[src/rtl/corr_window_scheduler.sv]
// corr_window_scheduler
// ---------------------------------------------------------------------------
// Sequencer for the correlator datapath. Generates the probe sample strobe
// with a programmable nominal period (2^P cycles) plus pseudo-random jitter
// (0 .. 2^Jeff-1 extra cycles from a Galois LFSR), groups strobes into
// windows of 2^W samples and offers each completed window to the result path
// through a valid/ready handshake. A new window is not started until the
// previous result has been taken.
//
// Ports:
//   i_clk                 system clock (48 MHz domain)
//   i_rst_n               synchronous active-low reset
//   i_cg                  clock gate; 0 freezes all state and blanks strobes
//   i_cfgEnable           run windows back to back while high
//   i_cfgWindowLengthExp  W, window holds 2^W samples (clamped to 1..MAX)
//   i_cfgSamplePeriodExp  P, nominal sample interval 2^P cycles
//   i_cfgSampleJitterExp  J, jitter span exponent (limited to P)
//   o_sampleStrobe        one-cycle pulse: sample probes now
//   o_windowStart         coincides with the first strobe of a window
//   o_windowEnd           coincides with the last strobe of a window
//   o_resultValid         finished window result is available
//   i_resultReady         consumer accepts the result
//   o_busy                scheduler is not idle
// ---------------------------------------------------------------------------
module corr_window_scheduler #(
   parameter int          MAX_WINDOW_LENGTH_EXP = 16,
   parameter int          MAX_SAMPLE_PERIOD_EXP = 15,
   parameter int          MAX_SAMPLE_JITTER_EXP = 8,
   parameter logic [15:0] LFSR_SEED             = 16'hACE1,
   localparam int WW   = $clog2(MAX_WINDOW_LENGTH_EXP + 1),
   localparam int PW   = $clog2(MAX_SAMPLE_PERIOD_EXP + 1),
   localparam int JW   = $clog2(MAX_SAMPLE_JITTER_EXP + 1)
) (
   input  logic          i_clk,
   input  logic          i_rst_n,
   input  logic          i_cg,
   input  logic          i_cfgEnable,
   input  logic [WW-1:0] i_cfgWindowLengthExp,
   input  logic [PW-1:0] i_cfgSamplePeriodExp,
   input  logic [JW-1:0] i_cfgSampleJitterExp,
   output logic          o_sampleStrobe,
   output logic          o_windowStart,
   output logic          o_windowEnd,
   output logic          o_resultValid,
   input  logic          i_resultReady,
   output logic          o_busy
);

   // Interval counter must hold 2^MAX_P + 2^MAX_J - 1; sample counter must
   // hold 2^MAX_W - 1 as the index of the last strobe.
   localparam int INTW = $clog2((1 << MAX_SAMPLE_PERIOD_EXP) + (1 << MAX_SAMPLE_JITTER_EXP));
   localparam int SCW  = MAX_WINDOW_LENGTH_EXP + 1;

   typedef enum logic [1:0] {
      IDLE   = 2'd0,
      RUN    = 2'd1,
      RESULT = 2'd2
   } state_t;

   state_t            r_state;
   state_t            w_nextState;
   logic [WW-1:0]     r_winExp;
   logic [PW-1:0]     r_perExp;
   logic [JW-1:0]     r_jitEff;
   logic [INTW-1:0]   r_intervalCnt;
   logic [SCW-1:0]    r_sampleCnt;
   logic [15:0]       r_lfsr;

   logic [WW-1:0]     w_clampWinExp;
   logic [PW-1:0]     w_clampPerExp;
   logic [JW-1:0]     w_clampJitEff;
   logic [MAX_SAMPLE_JITTER_EXP-1:0] w_jitterMask;
   logic [INTW-1:0]   w_interval;
   logic [SCW-1:0]    w_lastIdx;
   logic [15:0]       w_lfsrNext;
   logic              w_latchCfg;
   logic              w_strobe;
   logic              w_start;
   logic              w_end;

   function automatic int clampInt(input int value, input int lo, input int hi);
      if (value < lo) return lo;
      if (value > hi) return hi;
      return value;
   endfunction

   // Clamped view of the live configuration. The jitter exponent is limited
   // to the period exponent so the jitter never exceeds the nominal interval.
   assign w_clampWinExp = WW'(clampInt(int'(i_cfgWindowLengthExp), 1, MAX_WINDOW_LENGTH_EXP));
   assign w_clampPerExp = PW'(clampInt(int'(i_cfgSamplePeriodExp), 0, MAX_SAMPLE_PERIOD_EXP));
   assign w_clampJitEff = JW'(clampInt(clampInt(int'(i_cfgSampleJitterExp), 0, MAX_SAMPLE_JITTER_EXP),
                                       0, int'(w_clampPerExp)));

   // Low Jeff bits of the LFSR select the jitter added to 2^P.
   always_comb begin
      w_jitterMask = '0;
      for (int i = 0; i < MAX_SAMPLE_JITTER_EXP; i++) begin
         w_jitterMask[i] = (i < int'(r_jitEff));
      end
   end

   assign w_interval = (INTW'(1) << r_perExp)
                     + INTW'(r_lfsr[MAX_SAMPLE_JITTER_EXP-1:0] & w_jitterMask);
   assign w_lastIdx  = (SCW'(1) << r_winExp) - SCW'(1);

   // Right-shifting Galois form of x^16+x^14+x^13+x^11.
   assign w_lfsrNext = {1'b0, r_lfsr[15:1]} ^ (r_lfsr[0] ? 16'hB400 : 16'h0000);

   // Next-state and strobe decode. Strobes depend only on registered state
   // (and the gate), so the consumer's ready never reaches an output. An
   // abort (enable low in RUN) wins over a coincident window end.
   always_comb begin
      w_nextState = r_state;
      w_latchCfg  = 1'b0;
      w_strobe    = 1'b0;
      w_start     = 1'b0;
      w_end       = 1'b0;
      case (r_state)
         IDLE: begin
            if (i_cfgEnable) begin
               w_nextState = RUN;
               w_latchCfg  = 1'b1;
            end
         end
         RUN: begin
            w_strobe = (r_intervalCnt == '0);
            w_start  = w_strobe && (r_sampleCnt == '0);
            w_end    = w_strobe && (r_sampleCnt == w_lastIdx);
            if (!i_cfgEnable) begin
               w_nextState = IDLE;
            end else if (w_end) begin
               w_nextState = RESULT;
            end
         end
         RESULT: begin
            if (i_resultReady) begin
               if (i_cfgEnable) begin
                  w_nextState = RUN;
                  w_latchCfg  = 1'b1;
               end else begin
                  w_nextState = IDLE;
               end
            end
         end
         default: begin
            w_nextState = IDLE;
         end
      endcase
      if (!i_cg) begin
         w_nextState = r_state;
         w_latchCfg  = 1'b0;
         w_strobe    = 1'b0;
         w_start     = 1'b0;
         w_end       = 1'b0;
      end
   end

   // State, counters and LFSR. Entering RUN clears the interval counter so
   // the first strobe lands in the first RUN cycle; every strobe reloads it
   // with interval-1 and steps the LFSR once.
   always_ff @(posedge i_clk) begin
      if (!i_rst_n) begin
         r_state       <= IDLE;
         r_winExp      <= '0;
         r_perExp      <= '0;
         r_jitEff      <= '0;
         r_intervalCnt <= '0;
         r_sampleCnt   <= '0;
         r_lfsr        <= LFSR_SEED;
      end else if (i_cg) begin
         r_state <= w_nextState;
         if (w_latchCfg) begin
            r_winExp      <= w_clampWinExp;
            r_perExp      <= w_clampPerExp;
            r_jitEff      <= w_clampJitEff;
            r_intervalCnt <= '0;
            r_sampleCnt   <= '0;
         end else if (r_state == RUN) begin
            if (w_strobe) begin
               r_intervalCnt <= w_interval - INTW'(1);
               r_sampleCnt   <= r_sampleCnt + SCW'(1);
               r_lfsr        <= w_lfsrNext;
            end else begin
               r_intervalCnt <= r_intervalCnt - INTW'(1);
            end
         end
      end
   end

   assign o_sampleStrobe = w_strobe;
   assign o_windowStart  = w_start;
   assign o_windowEnd    = w_end;
   assign o_resultValid  = (r_state == RESULT);
   assign o_busy         = (r_state != IDLE);

endmodule
[config.mk]
export PLATFORM = sky130hd
export DESIGN_NAME = corr_window_scheduler
export DESIGN_NICKNAME = d
export VERILOG_FILES = /design/src/rtl/corr_window_scheduler.sv
export SDC_FILE = /design/constraint.sdc
export NUM_CORES = 1
export LEC_CHECK = 0
export ABC_AREA = 1
export ABC_CLOCK_PERIOD_IN_PS = 2870
export BUFFER_PORTS_ARGS = -buffer_cell sky130_fd_sc_hd__buf_4
export CAP_MARGIN = 5
export CORE_MARGIN = 2
export CORE_UTILIZATION = 62
export DETAILED_ROUTE_END_ITERATION = 16
export GPL_ROUTABILITY_DRIVEN = 0
export PLACE_DENSITY = 0.8
export SETUP_SLACK_MARGIN = 0.1
export SYNTH_ARGS = -nofsm -noshare
export SYNTH_HDL_FRONTEND = slang
export SYNTH_SLANG_ARGS = --single-unit
[constraint.sdc]
create_clock -name i_clk -period 2.87 [get_ports i_clk]
set_input_delay 0.287 -clock i_clk [delete_from_list [all_inputs] [get_ports i_clk]]
set_output_delay 0.287 -clock i_clk [all_outputs]
set_load 0.02 [all_outputs]
Word-level counts from Yosys, hierarchy flattened
Cells that the tools add are included.
- flip-flop bits (word level): 64
- logic and storage cells: 88
- reductions and logical operators: 13
- bitwise gates (word level): 3
- multiplexer cells: 39
- $lt $le $gt $ge: 13
- shift-type cells: 2
- add/subtract/negate cells: 5
- equal/unequal tests: 6
- operator list (cell ; number):
    16-bit 2-to-1 mux ; 4
    17-bit 2-to-1 mux ; 3
    32-bit by 5-bit > comparator with 1-bit output ; 1
    32-bit by 1-bit < comparator with 1-bit output, second input constant ; 1
    16-bit by 1-bit subtractor with 16-bit output, second input constant ; 2
    4-bit 2-to-1 mux ; 5
    1-bit 2-to-1 mux ; 18
    17-bit by 1-bit adder with 17-bit output, second input constant ; 1
    17-bit == test ; 1
    17-bit logical NOT ; 1
    1-bit by 5-bit << shifter with 17-bit output, first input constant ; 1
    17-bit by 2-bit subtractor with 17-bit output, second input constant ; 1
    16-bit by 8-bit adder with 16-bit output ; 1
    16-bit logical NOT ; 1
    3-bit by 4-bit < comparator with 1-bit output, first input constant ; 4
    1-bit by 4-bit << shifter with 16-bit output, first input constant ; 1
    15-bit by 16-bit XOR with 16-bit output ; 1
    5-bit 2-to-1 mux ; 3
    8-bit bitwise AND ; 1
    1-bit by 4-bit < comparator with 1-bit output, first input constant ; 2
    2-bit by 4-bit < comparator with 1-bit output, first input constant ; 2
    2-bit 2-to-1 mux ; 4
    4-bit AND reduction ; 2
    2-bit case mux with 3 select lines ; 1
    15 further kinds ; 19

Logic depth before layout (Yosys ltp)
Gate-level depths: netlist of the first run.
- depth in word-level cells: 8
- gate-level depth with buffers: 19
- depth with buffers taken out: 19

Worst setup path after synthesis of the first run
No wires, ideal clock.
- path kind: register -> register
- start: reg r_jitEff[3]
- end: reg r_intervalCnt[11]
- slack: 306 ps
- library setup time: 132 ps
- arrival time: 2432 ps
- stages on the path, launching flop included: 19
- cells stage by stage: dfxtp_1 nor2_1 inv_1 o21ai_0 ha_1 inv_1 ha_1 fa_1 nand3_1 nand2_1 nand2_1 a21oi_1 nand3_1 nand2_1 nand2_1 nand2_1 xor2_1 o21ai_0 a21oi_1
- cells in the longest elaborated chain, start to end: 7
- elaborated cells on any way between the ends: 14
- RTL lines (element ; line ; source):
    start: declaration ; 64 ; logic [JW-1:0] r_jitEff;
    start signal: assignment ; 175 ; r_jitEff <= w_clampJitEff;
    1-bit by 4-bit < comparator with 1-bit output (tied with other cells) ; 98 ; w_jitterMask[i] = (i < int'(r_jitEff));
    8-bit bitwise AND (*) ; 103 ; + INTW'(r_lfsr[MAX_SAMPLE_JITTER_EXP-1:0] & w_jitterMask);
    16-bit by 8-bit adder with 16-bit output (*) ; 103 ;
    16-bit by 1-bit subtractor with 16-bit output (*) ; 180 ; r_intervalCnt <= w_interval - INTW'(1);
    16-bit 2-to-1 mux (*) ; 179 ; if (w_strobe) begin
    16-bit 2-to-1 mux (*) ; 178 ; end else if (r_state == RUN) begin
    16-bit 2-to-1 mux (*) ; 172 ; if (w_latchCfg) begin
    end signal: assignment ; 180 ;
    end signal: assignment ; 184 ; r_intervalCnt <= r_intervalCnt - INTW'(1);
    end: declaration ; 65 ; logic [INTW-1:0] r_intervalCnt;
Every way passes the cells marked *; elsewhere a longest branch is shown, timed or not. The select of a mux whose other input is x is not followed.
A chain may end at the register's enable or synchronous reset.

Final worst setup path of the first run
- start: reg r_winExp[0]
- end: out o_windowEnd
- cells in the longest elaborated chain, start to end: 6
- RTL lines (element ; line ; source):
    start: declaration ; 62 ; logic [WW-1:0] r_winExp;
    start signal: assignment ; 173 ; r_winExp <= w_clampWinExp;
    1-bit by 5-bit << shifter with 17-bit output ; 104 ; assign w_lastIdx = (SCW'(1) << r_winExp) - SCW'(1);
    17-bit by 2-bit subtractor with 17-bit output ; 104 ;
    17-bit == test ; 128 ; w_end = w_strobe && (r_sampleCnt == w_lastIdx);
    1-bit logical AND ; 128 ;
    1-bit 2-to-1 mux ; 118 ; case (r_state)
    1-bit 2-to-1 mux ; 149 ; if (!i_cg) begin
    end: declaration ; 43 ; output logic o_windowEnd,
Every way passes these cells.

==> impl_metrics.json, run 1 <==
{
  "nNetsFinal": 855,
  "worstMarginPinSlew_ps": 561.8,
  "grt_pass1_wl_um": 21580,
  "final-setup-viol-count": 1,
  "drc": 0,
  "clkSlewWorstSetupHoldPaths_ps": 80,
  "finalWorstSetupSlack_ps": -24.98,
  "path_max_fanout": 5,
  "yosys.area.top_type": "dfxtp_1",
  "syn_inst": 756,
  "p_total_mw": 2.859,
  "synth_top_flop_cell": "dfxtp_1",
  "cts_tree": "yes",
  "slew_headroom_pct": 62.41,
  "syn_avg_cell_area_um2": 6.307,
  "crit_type": "flop to output port",
  "yosys.area.top_type_share_pct": 26.87,
  "cts_buffer_depth": 2,
  "grtUsageTotal_pct": 31.28,
  "htreeDepth": 3,
  "crit_required_ps": 2580,
  "drv_cap": 0,
  "antenna_found_initial": 0,
  "worst_ep_arrival_time_ps": 2610,
  "endpoint_kind": "output port",
  "yosysUniqueCellTypes": 38,
  "synth-edff-count": 0,
  "clock_latency_ps": 350,
  "die_h_um": 91.70,
  "area_growth_pct": 18.84,
  "max_freq_mhz": 345.4,
  "wl_per_cell_um": 14.71,
  "synth_area_leaders": "dfxtp_1, nand2_1, inv_1",
  "whs_path_depth": 3,
  "fin_skew_ps": 15.12,
  "finalCritPeriodShare_pct": 100.9,
  "io_buffer_count": 22,
  "ioPinCount": 23,
  "core_area_um2": 7331,
  "dr.pass1.iters": 8,
  "r2r_cells": 19,
  "final_antenna_net_count": 0,
  "fin_crit_ps": 2895,
  "antenna_cells": 0,
  "grt_pass1_vias": 4794,
  "cts_buffers": 9,
  "vdd_drop_max_mv": 0.4592,
  "cts_sinks": 64,
  "grt_overflow": 0,
  "pwr_density_cell_nw_per_um2": 504.5,
  "cts_root_buf": "clkbuf_8",
  "p_leak_nw": 2.627,
  "initial_core_util_pct": 65.05,
  "ys_ff_latch": 64,
  "dr.first_iter.drc_count": 619,
  "yosysSeqAreaShare_pct": 26.87,
  "violations": "negative setup slack",
  "synth_common_cells": "nand2_1, inv_1, nor2_1",
  "ctsHoldBuffers": 0,
  "chipWidth_um": 91.70,
  "syn_nets": 805,
  "viasPerCell": 5.771,
  "vias": 5252,
  "ys_warn_count": 0,
  "hold_viol_final": 0,
  "wirelength_um": 13390,
  "nFillCells": 571,
  "hpwl_um": 9800,
  "min_path_type": "input port to flop",
  "placed_area_um2": 5110,
  "grt_max_degree": 27,
  "status": "finished with violations",
  "finish.instance_area_um2": 5667,
  "async_reset_ff_share_pct": 0,
  "syn_area_um2": 4768,
  "num_rows": 31,
  "yosysMostFrequentCell": "nand2_1",
  "layout-drive-gt1-share_pct": 16.03,
  "rsz0062_at_grt": "yes",
  "die-area_um2": 8408,
  "critPathLaunchType": "flop",
  "drv_slew": 0
}
## cell type report
class / count / area (um^2) / share of cell area (%)
Clock buffer: 9 / 123.9 / 2.186
Clock inverter: 7 / 103.9 / 1.833
Inverter: 110 / 417.9 / 7.375
Multi-Input combinational cell: 568 / 3192 / 56.33
Sequential cell: 64 / 1308 / 23.07
Tap cell: 99 / 123.9 / 2.186
Timing Repair Buffer: 53 / 397.9 / 7.021
## registers in the layout, indices dropped and copies added, names as in the netlist
| signal | cells |
|---|---|
| r_state | 2 |
| r_jitEff | 4 |
| r_intervalCnt | 16 |
| r_perExp | 4 |
| r_lfsr | 16 |
| r_sampleCnt | 17 |
| r_winExp | 5 |
## per-layer routing
layer	GRT usage [%]	routed length, um
met3	6.491	1145
met5	0	0
met1	39.49	5534
met4	8.831	269
met2	54.04	6438
## cell usage in the layout, fill, tap and decap left out, types with 9 or more instances in the layout
cell	instances
nor2_1	62
xnor2_1	11
nand3_1	54
buf_4	53
nand4_1	9
clkbuf_8	9
nand2_1	185
nor2_2	13
nor3_1	13
a21oi_1	67
dfxtp_1	55
xor2_1	22
o211ai_1	13
ha_1	26
inv_1	101
o21ai_0	32
## metrics by stage
step	util (%)	worst slack (ps)	instances	TNS, ps	hold WS (ps)
finish	77.30	-24.98	910	-24.98	182.8
global route	77.30	-247.8	910	-247.8	182.2
CTS	73.87	36.54	898	0	177.0
detailed placement	69.70	42.72	879	0	446.6
global placement	69.70	178.5	879	0	442.5
floorplan	-	306.1	756	0	399.7
## cell families (layout without fill, tap and decap cells)
kind of cell    count (synthesis)  after routing  synth area share (%)
buf+inv                       124            179                 10.08
xor+xnor                       33             33                 6.061
flops                          64             64                 26.87
simple gates                  365            365                 32.69
fa+ha+maj                      31             31                 8.292
compound gates                139            139                 16.01
## critical path, cell delays in order (launching register included)
cell     delay (ps)
dfxtp_4         390
nand2_1          70
nor2_2          140
nand2_2         100
ha_4            290
inv_2            40
nand2_2          70
nand2_2          70
nor2_2          100
nand3_1          60
nor2_1          130
nand3_1         110
nor2_1          120
nand4_1         120
nor2_2          140
nand2_1          60
nor2_1          100
buf_4           150
## repair_timing
action	CTS	global route
setup buffers	3	12
resized for setup	19	55
setup endpoints to repair	6	12
gates cloned	0	0
pin swaps	4	23
## power breakdown
group	switching (mW)	internal (mW)	leakage, nW	total, mW
combinational	0.571	0.398	1.99	0.969
sequential	0.0505	0.932	0.525	0.983
clock	0.408	0.500	0.114	0.907
## worst paths after layout
| check | slack (ps) | end | start |
|---|---|---|---|
| hold reg to reg | 470 | r_intervalCnt[0] | r_intervalCnt[0] |
| setup / recovery | -20 | o_windowEnd | r_winExp[0] |
| hold / removal | 180 | r_winExp[1] | i_cfgWindowLengthExp[1] |
| setup reg to reg | 250 | r_state[0] | r_winExp[0] |
No activity file was read; power rests on OpenSTA's default activity.
==> run 2: changes to the inputs <==
--- a/config.mk
+++ b/config.mk
@@ -6,7 +6,7 @@
 export NUM_CORES = 1
 export LEC_CHECK = 0
 export ABC_AREA = 1
-export ABC_CLOCK_PERIOD_IN_PS = 2870
+export ABC_CLOCK_PERIOD_IN_PS = 2850
 export BUFFER_PORTS_ARGS = -buffer_cell sky130_fd_sc_hd__buf_4
 export CAP_MARGIN = 5
 export CORE_MARGIN = 2
==> constraint.sdc (replaced) <==
create_clock -name i_clk -period 2.85 [get_ports i_clk]
set_input_delay 0.285 -clock i_clk [delete_from_list [all_inputs] [get_ports i_clk]]
set_output_delay 0.285 -clock i_clk [all_outputs]
set_load 0.02 [all_outputs]
==> run 2 against run 1 <==
Clock power shrank 15%. Cell count shrank 0.44%. Power shrank 4.9%. First-iteration DRC count shrank 16%. Register-to-register slack gained 40 ps. Utilization shrank 1.0 points. Largest power group unchanged. Combinational power shrank 0.8%. Clock-buffer cell count is the same. Clock skew shrank 3.9 ps. Global-route usage shrank 0.45 points. The run still ends with negative setup slack left.
==> impl_metrics.json, run 2 (same netlist as run 1, synthesis figures left out) <==
{
  "reg2reg_setup_slack_ps": 290,
  "min_path_type": "input port to flop",
  "cts_sinks": 64,
  "endpoint_kind": "output port",
  "chipWidth_um": 91.70,
  "largest_register_ffs": 17,
  "grt_max_degree": 27,
  "slew_headroom_pct": 63.71,
  "path_common_cell": "nor2_1",
  "layout-drive-gt1-share_pct": 15.99,
  "cts_root_buf": "clkbuf_8",
  "htreeDepth": 3,
  "violations": "negative setup slack",
  "die_h_um": 91.70,
  "clock_latency_ps": 370,
  "p_total_mw": 2.718,
  "area_growth_pct": 17.24,
  "drv_slew": 0,
  "holdWs_ps": 155.0,
  "cp_slowest_stage_delay_ps": 360,
  "fin_skew_ps": 11.26,
  "power.internal_mw": 1.727,
  "ioPinCount": 23,
  "clkSlewWorstSetupHoldPaths_ps": 70,
  "regMostFlops": "r_sampleCnt",
  "viasPerCell": 5.795,
  "hpwl_um": 9588,
  "dr.first_iter.drc_count": 520,
  "finalCritPeriodShare_pct": 100.3,
  "core_area_um2": 7331,
  "pre_cts_ws_ps": 43.66,
  "grt_overflow": 0,
  "grt_pass1_wl_um": 21250,
  "grtUsageTotal_pct": 30.84,
  "fin_crit_ps": 2858,
  "die-area_um2": 8408,
  "p_sw_share_pct": 36.47,
  "antenna_found_initial": 0,
  "status": "finished with violations",
  "crit_family": "simple AND/OR/NAND/NOR gates",
  "final-setup-viol-count": 1,
  "final_antenna_net_count": 0,
  "layout_commonest_cell": "nand2_1",
  "cts_buffer_depth": 2,
  "initial_core_util_pct": 65.05,
  "num_rows": 31,
  "worstMarginPinSlew_ps": 542.3,
  "wirelength_um": 12930,
  "hold_viol_final": 0,
  "mostFrequentLayoutCells": "nand2_1, inv_1, a21oi_1, nor2_1",
  "pwr-share-comb_pct": 35.4,
  "max_freq_mhz": 349.9,
  "wl_per_cell_um": 14.27,
  "rsz0062_at_grt": "yes",
  "path_max_fanout": 5,
  "cpMaxStageDelayCell": "dfxtp_2",
  "p_clk_share_pct": 28.2,
  "crit_required_ps": 2570,
  "crit_type": "flop to output port",
  "p_leak_nw": 2.589,
  "seqPwrFrac_pct": 36.4,
  "drv_cap": 0,
  "vias": 5250,
  "dp.cells": 879,
  "drc": 0,
  "cts_tree": "yes",
  "vdd_drop_max_mv": 0.3597,
  "pwr_density_cell_nw_per_um2": 486.2,
  "finalWorstSetupSlack_ps": -8.233,
  "critical_path_buf_inv_count": 2,
  "final-instance-count-excl-fill": 906,
  "largestRegisters": "r_sampleCnt x17, r_intervalCnt x16, r_lfsr x16",
  "power_switching_mw": 0.9912,
  "cts_buffers": 9,
  "critPathLaunchType": "flop",
  "io_buffer_count": 22,
  "antenna_cells": 0,
  "worst_ep_arrival_time_ps": 2570,
  "crit_chain": "nor2_1 > nand2_2 > ha_4 > inv_2 > nand2_2 > nand2_2 > nor2_2 > nand3_1 > nor2_1 > nand3_1 > nor2_1 > nand4_1 > nor2_2 > nand2_1 > nor2_1 > buf_4",
  "nNetsFinal": 853,
  "grt_pass1_vias": 4636,
  "dr.pass1.iters": 5
}
## run 2: per-stage QoR
stage | cell area, um^2 | setup TNS [ps] | util [%]
finish | 5590 | -8.233 | 76.26
detailed placement | 5110 | 0 | 69.70
global placement | 5110 | 0 | 69.70
floorplan | 4768 | 0 | -
global route | 5590 | -198.5 | 76.26
CTS | 5363 | 0 | 73.15
## run 2: worst paths after layout
check	start	to	depth (start not counted)
min reg2reg	r_intervalCnt[0]	r_intervalCnt[0]	2
max reg2reg	r_perExp[3]	r_intervalCnt[14]	15
max	r_winExp[0]	o_windowEnd	16
min	i_cfgWindowLengthExp[1]	r_winExp[1]	3
## run 2: per-layer routing
metal	part of all wire, %	global-route usage (%)
met5	0	0
met4	2.5	9.328
met1	44	41.41
met2	47	50.31
met3	7.4	5.998
## run 2: power by group through the flow
stage | Sequential (mW) | Clock [mW] | Combinational, mW
final | 0.990 | 0.767 | 0.961
after global routing | 0.996 | 0.812 | 1.07
after CTS | 0.988 | 0.767 | 0.863
after detailed placement | 1.01 | 0 | 0.834
after global placement | 1.00 | 0 | 0.817
after floorplan | 0.995 | 0 | 0.632
## run 2: worst register-to-register path: cells and delay by family, from the launching register on
kind                       cells  cell delay [ps]
adders and majority gates      1              360
and+or+nand+nor                5              550
DFF                            1              380
buffers and inverters          3              270
AOI/OAI and AO/OA              6              880
## run 2: what timing repair did
action                                  in CTS  in global routing
hold buffers                                 0                  0
gates cloned                                 0                  0
pin swaps                                    4                 21
resized for setup                           17                 56
endpoints found under the setup margin       6                 12
buffers inserted                             4                  9
## run 2: area by class of cell
| cell class | instances | area [um^2] |
|---|---|---|
| repair buffers | 51 | 382.9 |
| flip-flops and latches | 64 | 1304 |
| clock inverters | 5 | 60.06 |
| well taps | 99 | 123.9 |
| fillers | 567 | 1740 |
| multi-input cells | 568 | 3178 |
| clock buffers | 9 | 123.9 |
| inverters | 110 | 417.9 |
==> run 3: changes to the inputs <==
==> constraint.sdc (replaced) <==
create_clock -name i_clk -period 2.85 [get_ports i_clk]
set_input_delay 0.57 -clock i_clk [delete_from_list [all_inputs] [get_ports i_clk]]
set_output_delay 0.57 -clock i_clk [all_outputs]
set_load 0.02 [all_outputs]
==> run 3 against run 2 <==
Combinational power rose by 11%. Largest power group is now combinational cells. The run still ends with negative setup slack left. Global-route usage is 1.2 points higher. Die area did not move. Clock-buffer cell count increased by 1. Sequential cell count unchanged. Clock skew grew 5.0 ps. Critical path depth is 2 higher. Worst setup slack worse by 210 ps. Worst hold slack better by 290 ps. Sequential share of layout area decreased by 0.42 points. Cell count is 1.4% higher.
==> impl_metrics.json, run 3 (same netlist as run 1, synthesis figures left out) <==
{
  "status": "finished with violations",
  "violations": "negative setup slack",
  "finalCritPeriodShare_pct": 107.6,
  "die_h_um": 91.70,
  "hpwl_um": 9793,
  "finalWorstSetupSlack_ps": -215.4,
  "critical_path_buf_inv_count": 3,
  "fin_crit_ps": 3065,
  "wirelength_um": 14030,
  "layout_commonest_cell": "nand2_1",
  "grt_pass1_vias": 4857,
  "crit_required_ps": 2280,
  "crit_type": "flop to output port",
  "r2r-end": "r_intervalCnt[14]",
  "vdd_drop_max_mv": 0.3715,
  "finish.instance_area_um2": 5688,
  "area_growth_pct": 19.29,
  "worstMarginPinSlew_ps": 1122,
  "dr.first_iter.drc_count": 611,
  "clkSlewWorstSetupHoldPaths_ps": 80,
  "crit_cells": 18,
  "io_buffer_count": 22,
  "ctsHoldBuffers": 0,
  "drc": 0,
  "grtUsageTotal_pct": 32.05,
  "min_to": "r_perExp[0]",
  "r2r_cells": 20,
  "pre_cts_ws_ps": 20.68,
  "cts_buffer_depth": 2,
  "cts_sinks": 64,
  "hold_viol_final": 0,
  "largestRegisters": "r_sampleCnt x17, r_intervalCnt x16, r_lfsr x16",
  "endpoint_kind": "output port",
  "critPathLaunchType": "flop",
  "cts_root_buf": "clkbuf_8",
  "viasPerCell": 5.827,
  "max_freq_mhz": 326.2,
  "crit_chain": "inv_4 > nand2_1 > nor2_2 > nand2_2 > ha_4 > inv_2 > nand2_1 > nand2_1 > nor2_1 > nand3_1 > nor2_1 > nand3_1 > nor2_1 > nand4_1 > nor2_2 > nand2_1 > nor2_1 > buf_4",
  "drv_cap": 0,
  "regMostFlops": "r_sampleCnt",
  "drv_slew": 0,
  "layout-drive-gt1-share_pct": 17.20,
  "mostFrequentLayoutCells": "nand2_1, inv_1, a21oi_1, nor2_1, buf_4",
  "p_leak_nw": 2.640,
  "r2r-start": "r_intervalCnt[0]",
  "slew_headroom_pct": 24.91,
  "final_antenna_net_count": 0,
  "rsz0062_at_grt": "yes",
  "placed_area_um2": 5110,
  "die-area_um2": 8408,
  "holdWs_ps": 449.1,
  "min_path_type": "input port to flop",
  "tns_ps": -215.4,
  "chipWidth_um": 91.70,
  "clock_latency_ps": 360,
  "crit_family": "simple AND/OR/NAND/NOR gates",
  "grt_max_degree": 27,
  "fin_skew_ps": 16.25,
  "final-setup-viol-count": 1,
  "min_from": "i_cfgSamplePeriodExp[0]",
  "cts_buffers": 9,
  "pwr_density_cell_nw_per_um2": 491.8,
  "htreeDepth": 3,
  "largest_register_ffs": 17,
  "reg2reg_setup_slack_ps": 20,
  "vias": 5355,
  "dr.pass1.iters": 8,
  "cts_tree": "yes",
  "worst_ep_arrival_time_ps": 2500,
  "antenna_cells": 0,
  "p_total_mw": 2.797,
  "antenna_found_initial": 0,
  "cpMaxStageDelayCell": "dfxtp_4",
  "nNetsFinal": 864,
  "cp_slowest_stage_delay_ps": 370,
  "path_max_fanout": 3,
  "wl_per_cell_um": 15.26,
  "num_rows": 31,
  "grt_pass1_wl_um": 21880,
  "grt_overflow": 0,
  "ioPinCount": 23,
  "whs_path_depth": 3,
  "core_area_um2": 7331,
  "initial_core_util_pct": 65.05
}
## run 3: worst max path at each step
stage | startpoint | endpoint | slack (ps)
floorplan | r_winExp[0] | o_windowEnd | 200
global placement | r_perExp[2] | r_intervalCnt[13] | 80
detailed placement | r_perExp[0] | r_intervalCnt[11] | 20
CTS | r_winExp[4] | o_windowEnd | -220
global route | r_winExp[1] | o_windowEnd | -350
finish | r_winExp[1] | o_windowEnd | -220
## run 3: timing repair
action | CTS | global route
endpoints found under the setup margin | 8 | 12
gates resized for setup | 28 | 45
endpoints found under the hold margin | 0 | 0
pin swaps | 9 | 24
setup buffers | 20 | 4
## run 3: metrics by stage
stage,instances,utilization (%)
3_5_place_dp,879,69.70
2_1_floorplan,756,-
3_3_place_gp,879,69.70
5_1_grt,919,77.59
6_report,919,77.59
4_1_cts,915,75.12
## run 3: power breakdown
part	total, mW	internal [mW]	switching (mW)
combinational	1.07	0.459	0.607
sequential	0.990	0.940	0.0504
clock	0.740	0.340	0.400
## run 3: tightest hold or removal path: cells and delay by family
family,cells,cell delay [ps]
simple gates,1,50
buf+inv,1,100
compound gates,1,60
## run 3: final cells by class
| type | instances | area [um^2] |
|---|---|---|
| multi-input cells | 568 | 3196 |
| fillers | 543 | 1643 |
| flip-flops and latches | 64 | 1303 |
| repair buffers | 62 | 465.4 |
| inverters | 110 | 417.9 |
| clock buffers | 10 | 137.6 |
| well taps | 99 | 123.9 |
| clock inverters | 6 | 45.04 |
## run 3: metal layers
metal / global-route usage (%) / share of wire, % / vias to the layer above
li1: - / - / 2580
met5: 0 / 0 / -
met3: 6.902 / 8.8 / 48
met1: 40.80 / 41 / 2452
met4: 13.68 / 3.0 / 0
met2: 52.51 / 48 / 275
